==> config.mk <==
export PLATFORM = sky130hd
export DESIGN_NAME = hazard_tracker
export DESIGN_NICKNAME = d
export VERILOG_FILES = /design/src/rtl/hazard_tracker.sv
export SDC_FILE = /design/constraint.sdc
export NUM_CORES = 1
export LEC_CHECK = 0
export CAP_MARGIN = 25
export CORE_MARGIN = 1
export CORE_UTILIZATION = 40
export CTS_CLUSTER_SIZE = 25
export DETAILED_ROUTE_END_ITERATION = 7
export PLACE_DENSITY = 0.71
export SLEW_MARGIN = 30
export SYNTH_ARGS = -nofsm -noshare
export SYNTH_HDL_FRONTEND = slang
export SYNTH_SLANG_ARGS = --single-unit
==> constraint.sdc <==
create_clock -name clk -period 2.65 [get_ports clk]
set_input_delay 0.53 -clock clk [delete_from_list [all_inputs] [get_ports clk]]
set_output_delay 0.53 -clock clk [all_outputs]
set_load 0.03 [all_outputs]
==> src/rtl/hazard_tracker.sv <==
`default_nettype none
// ============================================================================
//  Module      : hazard_tracker
//  Description : Decode-side hazard and destination tracking. Holds EXE/MEM
//                destination slots for forwarding, stalls on load-use
//                hazards, applies EXE-resolved flushes, counts stalls and
//                flushes with saturating counters.
//  Revision    : 1.0 - initial release
// ============================================================================
module hazard_tracker #(
    parameter int LOAD_STALLS = 1,
    parameter int CNT_W       = 16
) (
    input  logic             clk,
    input  logic             rst,
    input  logic             valid_decode,
    input  logic [4:0]       rs1_decode,
    input  logic [4:0]       rs2_decode,
    input  logic             use_rs1,
    input  logic             use_rs2,
    input  logic [4:0]       rd_decode,
    input  logic             RegWrite_decode,
    input  logic             MemRead_decode,
    input  logic             flush_exe,
    output logic [4:0]       rd_exe,
    output logic [4:0]       rd_mem,
    output logic             RegWrite_exe,
    output logic             RegWrite_mem,
    output logic             stall_fetch,
    output logic             stall_decode,
    output logic             bubble_exe,
    output logic             flush_fetch,
    output logic             flush_decode,
    output logic [CNT_W-1:0] stall_count,
    output logic [CNT_W-1:0] flush_count
);

    typedef enum logic [0:0] {
        ST_RUN   = 1'b0,
        ST_STALL = 1'b1
    } state_t;

    // Remaining extra stall cycles after the first one (at most 1 for LOAD_STALLS=3)
    localparam logic [1:0]       C_CNT_INIT = (LOAD_STALLS > 1) ? 2'(LOAD_STALLS - 2) : 2'd0;
    localparam bit               C_MULTI    = (LOAD_STALLS > 1);
    localparam logic [CNT_W-1:0] C_CNT_MAX  = '1;

    state_t     r_state;
    state_t     w_state_next;
    logic [1:0] r_cnt;
    logic [1:0] w_cnt_next;
    logic       r_memread_exe;
    logic       w_hz;
    logic       w_stall;
    logic       w_load_slot;

    // Load in EXE whose destination is read by the decode instruction
    assign w_hz = r_memread_exe & (rd_exe != 5'd0) & valid_decode &
                  ((use_rs1 & (rs1_decode == rd_exe)) |
                   (use_rs2 & (rs2_decode == rd_exe)));

    // Stall FSM state register
    always_ff @(posedge clk) begin
        if (rst) begin
            r_state <= ST_RUN;
            r_cnt   <= 2'd0;
        end else begin
            r_state <= w_state_next;
            r_cnt   <= w_cnt_next;
        end
    end

    // Next-state logic and pipeline control outputs; a flush overrides any stall
    always_comb begin
        w_state_next = r_state;
        w_cnt_next   = r_cnt;
        w_stall      = 1'b0;
        if (flush_exe) begin
            w_state_next = ST_RUN;
            w_cnt_next   = 2'd0;
        end else begin
            case (r_state)
                ST_RUN: begin
                    if (w_hz) begin
                        w_stall = 1'b1;
                        if (C_MULTI) begin
                            w_state_next = ST_STALL;
                            w_cnt_next   = C_CNT_INIT;
                        end
                    end
                end
                ST_STALL: begin
                    w_stall = 1'b1;
                    if (r_cnt == 2'd0) begin
                        w_state_next = ST_RUN;
                    end else begin
                        w_cnt_next = r_cnt - 2'd1;
                    end
                end
                default: begin
                    w_state_next = ST_RUN;
                    w_cnt_next   = 2'd0;
                end
            endcase
        end

        // Control outputs are held low while reset is asserted
        stall_fetch  = w_stall & ~rst;
        stall_decode = w_stall & ~rst;
        flush_fetch  = flush_exe & ~rst;
        flush_decode = flush_exe & ~rst;
        bubble_exe   = (w_stall | flush_exe | ~valid_decode) & ~rst;
        w_load_slot  = valid_decode & ~w_stall & ~flush_exe;
    end

    // EXE and MEM destination slots; MEM always advances, EXE takes decode or a bubble
    always_ff @(posedge clk) begin
        if (rst) begin
            rd_exe        <= 5'd0;
            RegWrite_exe  <= 1'b0;
            r_memread_exe <= 1'b0;
            rd_mem        <= 5'd0;
            RegWrite_mem  <= 1'b0;
        end else begin
            rd_mem       <= rd_exe;
            RegWrite_mem <= RegWrite_exe;
            if (w_load_slot) begin
                rd_exe        <= rd_decode;
                RegWrite_exe  <= RegWrite_decode;
                r_memread_exe <= MemRead_decode;
            end else begin
                rd_exe        <= 5'd0;
                RegWrite_exe  <= 1'b0;
                r_memread_exe <= 1'b0;
            end
        end
    end

    // Saturating performance counters
    always_ff @(posedge clk) begin
        if (rst) begin
            stall_count <= '0;
            flush_count <= '0;
        end else begin
            if (stall_decode && (stall_count != C_CNT_MAX)) begin
                stall_count <= stall_count + CNT_W'(1);
            end
            if (flush_exe && (flush_count != C_CNT_MAX)) begin
                flush_count <= flush_count + CNT_W'(1);
            end
        end
    end

endmodule
`default_nettype wire

# [Yosys cells after proc, flatten, opt, wreduce, memory -nomap -nowiden]
# Cells that the tools add are included.
[classes] add_sub_neg=3 n_reduce_logical=8 muxes=4 n_eq_ne=4 n_bitwise=20
[op_table] cell="$add A16 B1 Y16 const B" count=2
[op_table] cell="$ne A16 B16 Y1 const B" count=2
[op_table] cell="$and A1 B1 Y1" count=10
[op_table] cell="$eq A5 B5 Y1" count=2
[op_table] cell="$not A1 Y1" count=7
[op_table] cell="$reduce_bool A5 Y1" count=1
[op_table] cell="$reduce_or A2 Y1" count=2
[op_table] cell="$mux W1" count=3
[op_table] cell="$or A1 B1 Y1" count=3
[op_table] cell="$reduce_or A3 Y1" count=1
[op_table] cell="$logic_and A1 B1 Y1" count=2
[op_table] cell="$logic_not A2 Y1" count=1
[op_table] cell="$pmux W1 S2" count=1
[op_table] cell="$reduce_and A2 Y1" count=1
[op_table] cell="$sub A2 B1 Y2 const B" count=1
[word_totals] output_inout_bits=49 register_bits=48 word_cells=48 input_bits=23

# [Longest topological paths before layout]
[logic_depth] ltp_word=12 ltp_mapped=9

# [Worst setup path before layout]
# Ideal clock, no wire load.
[synth_timing] path_kind="flip-flop to output port" from="register rd_exe[4]" to="output stall_fetch" t_required_ns=2.120 path_stages_with_launch=7 arrival_ns=1.851 path_slack_ns=0.269 path_cell_list="dfxtp_1 -> xnor2_1 -> nand4_1 -> o22ai_1 -> a21oi_1 -> nor2_1 -> buf_4"
[synth_via] elab_chain_len=8 elab_cells_between_ends=13 classes_between="2 x eq/ne; 3 x mux; 7 x bitwise; 1 x reduce/logical"
[synth_lines] element="start: declaration" line="25" rtl="output logic [4:0] rd_exe,"
[synth_lines] element="start signal: assignment" line="128" rtl="rd_exe <= rd_decode;"
[synth_lines] element="$eq A5 B5 Y1 (tied with other cells)" line="59" rtl="((use_rs1 & (rs1_decode == rd_exe)) |"
[synth_lines] element="$and A1 B1 Y1, on equally long branches" line="59, 58, 60"
[synth_lines] element="$or A1 B1 Y1 / $and A1 B1 Y1 (equally long branches)" line="59, 58"
[synth_lines] element="$and A1 B1 Y1 *" line="58" rtl="assign w_hz = r_memread_exe & (rd_exe != 5'd0) & valid_decode &"
[synth_lines] element="$mux W1 *" line="84" rtl="if (w_hz) begin"
[synth_lines] element="$pmux W1 S2 *" line="82" rtl="case (r_state)"
[synth_lines] element="$mux W1 *" line="78" rtl="if (flush_exe) begin"
[synth_lines] element="$and A1 B1 Y1 *"
[synth_lines] element="end: declaration" line="29" rtl="output logic stall_fetch,"
# Every way passes the cells marked *; elsewhere a longest branch is shown, timed or not.

# [Worst setup path after layout]
[layout_timing] from="input rs1_decode[1]" to="output stall_fetch"
[layout_via] elab_chain_len=8
[layout_lines] element="start: declaration" line="17" rtl="input logic [4:0] rs1_decode,"
[layout_lines] element="$eq A5 B5 Y1" line="59"
[layout_lines] element="$and A1 B1 Y1" line="59"
[layout_lines] element="$or A1 B1 Y1" line="59"
[layout_lines] element="$and A1 B1 Y1" line="58"
[layout_lines] element="$mux W1" line="84"
[layout_lines] element="$pmux W1 S2" line="82"
[layout_lines] element="$mux W1" line="78"
[layout_lines] element="$and A1 B1 Y1" line="108" rtl="stall_fetch = w_stall & ~rst;"
# No other way between the ends.

==> flow_summary.yaml <==
detailed_routing:
  via_per_inst: 5.05
  first_iter_violations: 106
  firstDrtPassIters: 4
  ant_nets: 0
  wl_um: 5260
  drc: 0
  wl_per_cell_um: 13.4
  num_vias: 1979
clocking:
  postCtsSetupRepairBufs: 0
  h-tree-depth: 2
  cts.clk_slew.worst_paths_ps: 80
  cts-root-buf: "clkbuf_8"
  worstSkewPairLatency_ps: 300
  cts_hold_buffers: 0
  cts_buffers: 5
  clockBufferDepth: 2
  cts.sinks: 48
  cts_repair_resize_count: 0
  cts_tree: "yes"
synthesis:
  ys_seq_elements: 48
  seq_area_frac_synth_pct: 43.2
  yosys-top-cells-area: "dfxtp_1 (43%), xnor2_1 (7.5%), nor2_1 (5.2%)"
  synthMostInstantiatedCell: "dfxtp_1"
  syn_inst: 245
  synth_fp_nets: 271
  yosysTopAreaCell: "dfxtp_1"
  netlist.area_leader.share_pct: 43.2
  synth_area_per_cell_um2: 9.09
  async_reset_ff_share_pct: 0
  ys_top_cells_by_count: "dfxtp_1 (48), nor2_1 (31), xnor2_1 (19)"
  netlist_area_um2: 2230
  synth_warnings: 0
  synthDistinctLibCells: 48
  synth_ff_type: "dfxtp_1"
  synth-edff-count: 0
timing:
  setup_tns_ps: 0
  setup_violations: 0
  skew_ps: 6.35
  hold_viol: 0
  fmax_ghz: 0.391
  rsz0062_at_grt: "false"
  slew_violations: 0
  tightest_slew_ps: 471
  slew-limit-headroom_pct: 68.2
  post-route-period-util_pct: 96.5
  final.min_clock_period_ps: 2560
floorplanning:
  die-area_um2: 5870
  io_pins: 72
  core_um2: 5240
  start_util_pct: 42.5
  row_count: 26
  die_w_um: 76.6
  dieHeight_um: 76.6
finish:
  n_antenna_cell: 0
  final_cells: 392
  areaGrowthSynthToFinish_pct: 39.8
  fillers: 469
  nNetsFinal: 347
  layout-drive-gt1-share_pct: 9.94
grt:
  grt_max_degree: 23
  grt_pass1_vias: 1980
  overflow: 0
  track_usage_pct: 19.2
  antenna_found_initial: 0
  grt_pass1_wl_um: 9090
critical_path:
  path_depth: 7
  cp-start-kind: "primary input"
  crit_chain: "clkdlybuf4s50_1 -> xnor2_1 -> nand4_1 -> o22ai_2 -> a21oi_2 -> nor2_1 -> buf_4"
  ff2ff_path_depth: 7
  critical_path.max_stage_delay_ps: 480
  cp_data_arrival_time_ps: 2030
  cp.required_ps: 2120
  crit_family: "buffers and inverters"
  end_kind: "output pin"
  worstSetupPathType: "primary input to output pin"
  critPathSlowestCell: "clkdlybuf4s50_1"
  cp.buffers_inverters: 2
  critical_path.max_fanout: 5
worst_hold_path:
  holdPathStages: 1
  hold_class: "flop to flop"
power:
  powerDensity_nw_per_um2: 423
  ir_drop_mv: 0.285
  power_mw: 1.32
  power.leakage_nw: 1.08
placement:
  dp_hpwl_um: 4020
  io_buffers: 71
  place_inst: 384
  gp_congestion: 0.785
run_status:
  status: "finished, final reports clean"
run:
  cap_violations: 0
## worst reg2reg max path, delay by kind of cell, from the launching register on
| kind | cells | cell delay [ps] |
|---|---|---|
| AO/OA/AOI/OAI | 2 | 630 |
| AND/OR/NAND/NOR | 3 | 530 |
| flip-flops | 1 | 370 |
| multiplexers | 1 | 290 |
| buffers and inverters | 1 | 150 |
## layer usage
layer | GRT usage, % | routed length [µm]
met5 | 0 | 0
met4 | 5.38 | 72
met3 | 3.95 | 192
met2 | 33.4 | 2580
met1 | 23.8 | 2410
## stage by stage
step	instance area, µm²	setup slack (ps)	util, %	hold WS (ps)
floorplan	2230	269	-	478
global placement	3000	68.5	57.4	464
detailed placement	3000	18.0	57.4	477
CTS	3100	15.1	59.2	488
global route	3110	5.29	59.4	496
finish	3110	93.2	59.4	484
## final cells by class
| cell class | instances | area, µm² | area share, % |
|---|---|---|---|
| timing repair buffer | 78 | 751 | 24.1 |
| inverter | 8 | 30.0 | 0.965 |
| sequential | 48 | 961 | 30.9 |
| tap | 70 | 87.6 | 2.81 |
| clock buffer | 6 | 82.6 | 2.65 |
| multi-input combinational | 180 | 1180 | 38.1 |
| clock inverter | 2 | 15.0 | 0.483 |
## state kept, by name (all words and copies together), names as in the netlist
register,flops
r_cnt,2
flush_count,16
RegWrite_mem,1
r_memread_exe,1
rd_exe,5
rd_mem,5
stall_count,16
RegWrite_exe,1
r_state,1
## logic make-up (layout without fill, tap and decap cells)
group | after synthesis | count (layout) | synth area share (%)
mux | 5 | 5 | 2.92
compound gates | 30 | 30 | 9.84
xor+xnor | 28 | 28 | 11.0
fa+ha+maj | 3 | 3 | 1.69
simple gates | 114 | 114 | 27.3
buf+inv | 17 | 94 | 4.05
flops | 48 | 48 | 43.2
## cells in the final DEF (no fill, tap or decap), types with 9 or more instances in the layout
master            n
buf_4            12
xor2_1            9
nand2_1          13
nor2_1           31
xnor2_1          19
nand3_1          15
clkdlybuf4s50_1  66
dfxtp_1          48
nor2b_1           9
## power by group
group	internal, mW	switching (mW)
clock network	0.211	0.245
registers	0.728	0.00817
logic	0.0646	0.0583
## worst paths after layout
kind | startpoint | slack [ps] | endpoint
setup / recovery | rs1_decode[1] | 90 | stall_fetch
setup reg to reg | rd_exe[0] | 570 | stall_count[11]
hold / removal | RegWrite_exe | 480 | RegWrite_mem
hold reg to reg | RegWrite_exe | 480 | RegWrite_mem
(Power assumes the default switching activity.)
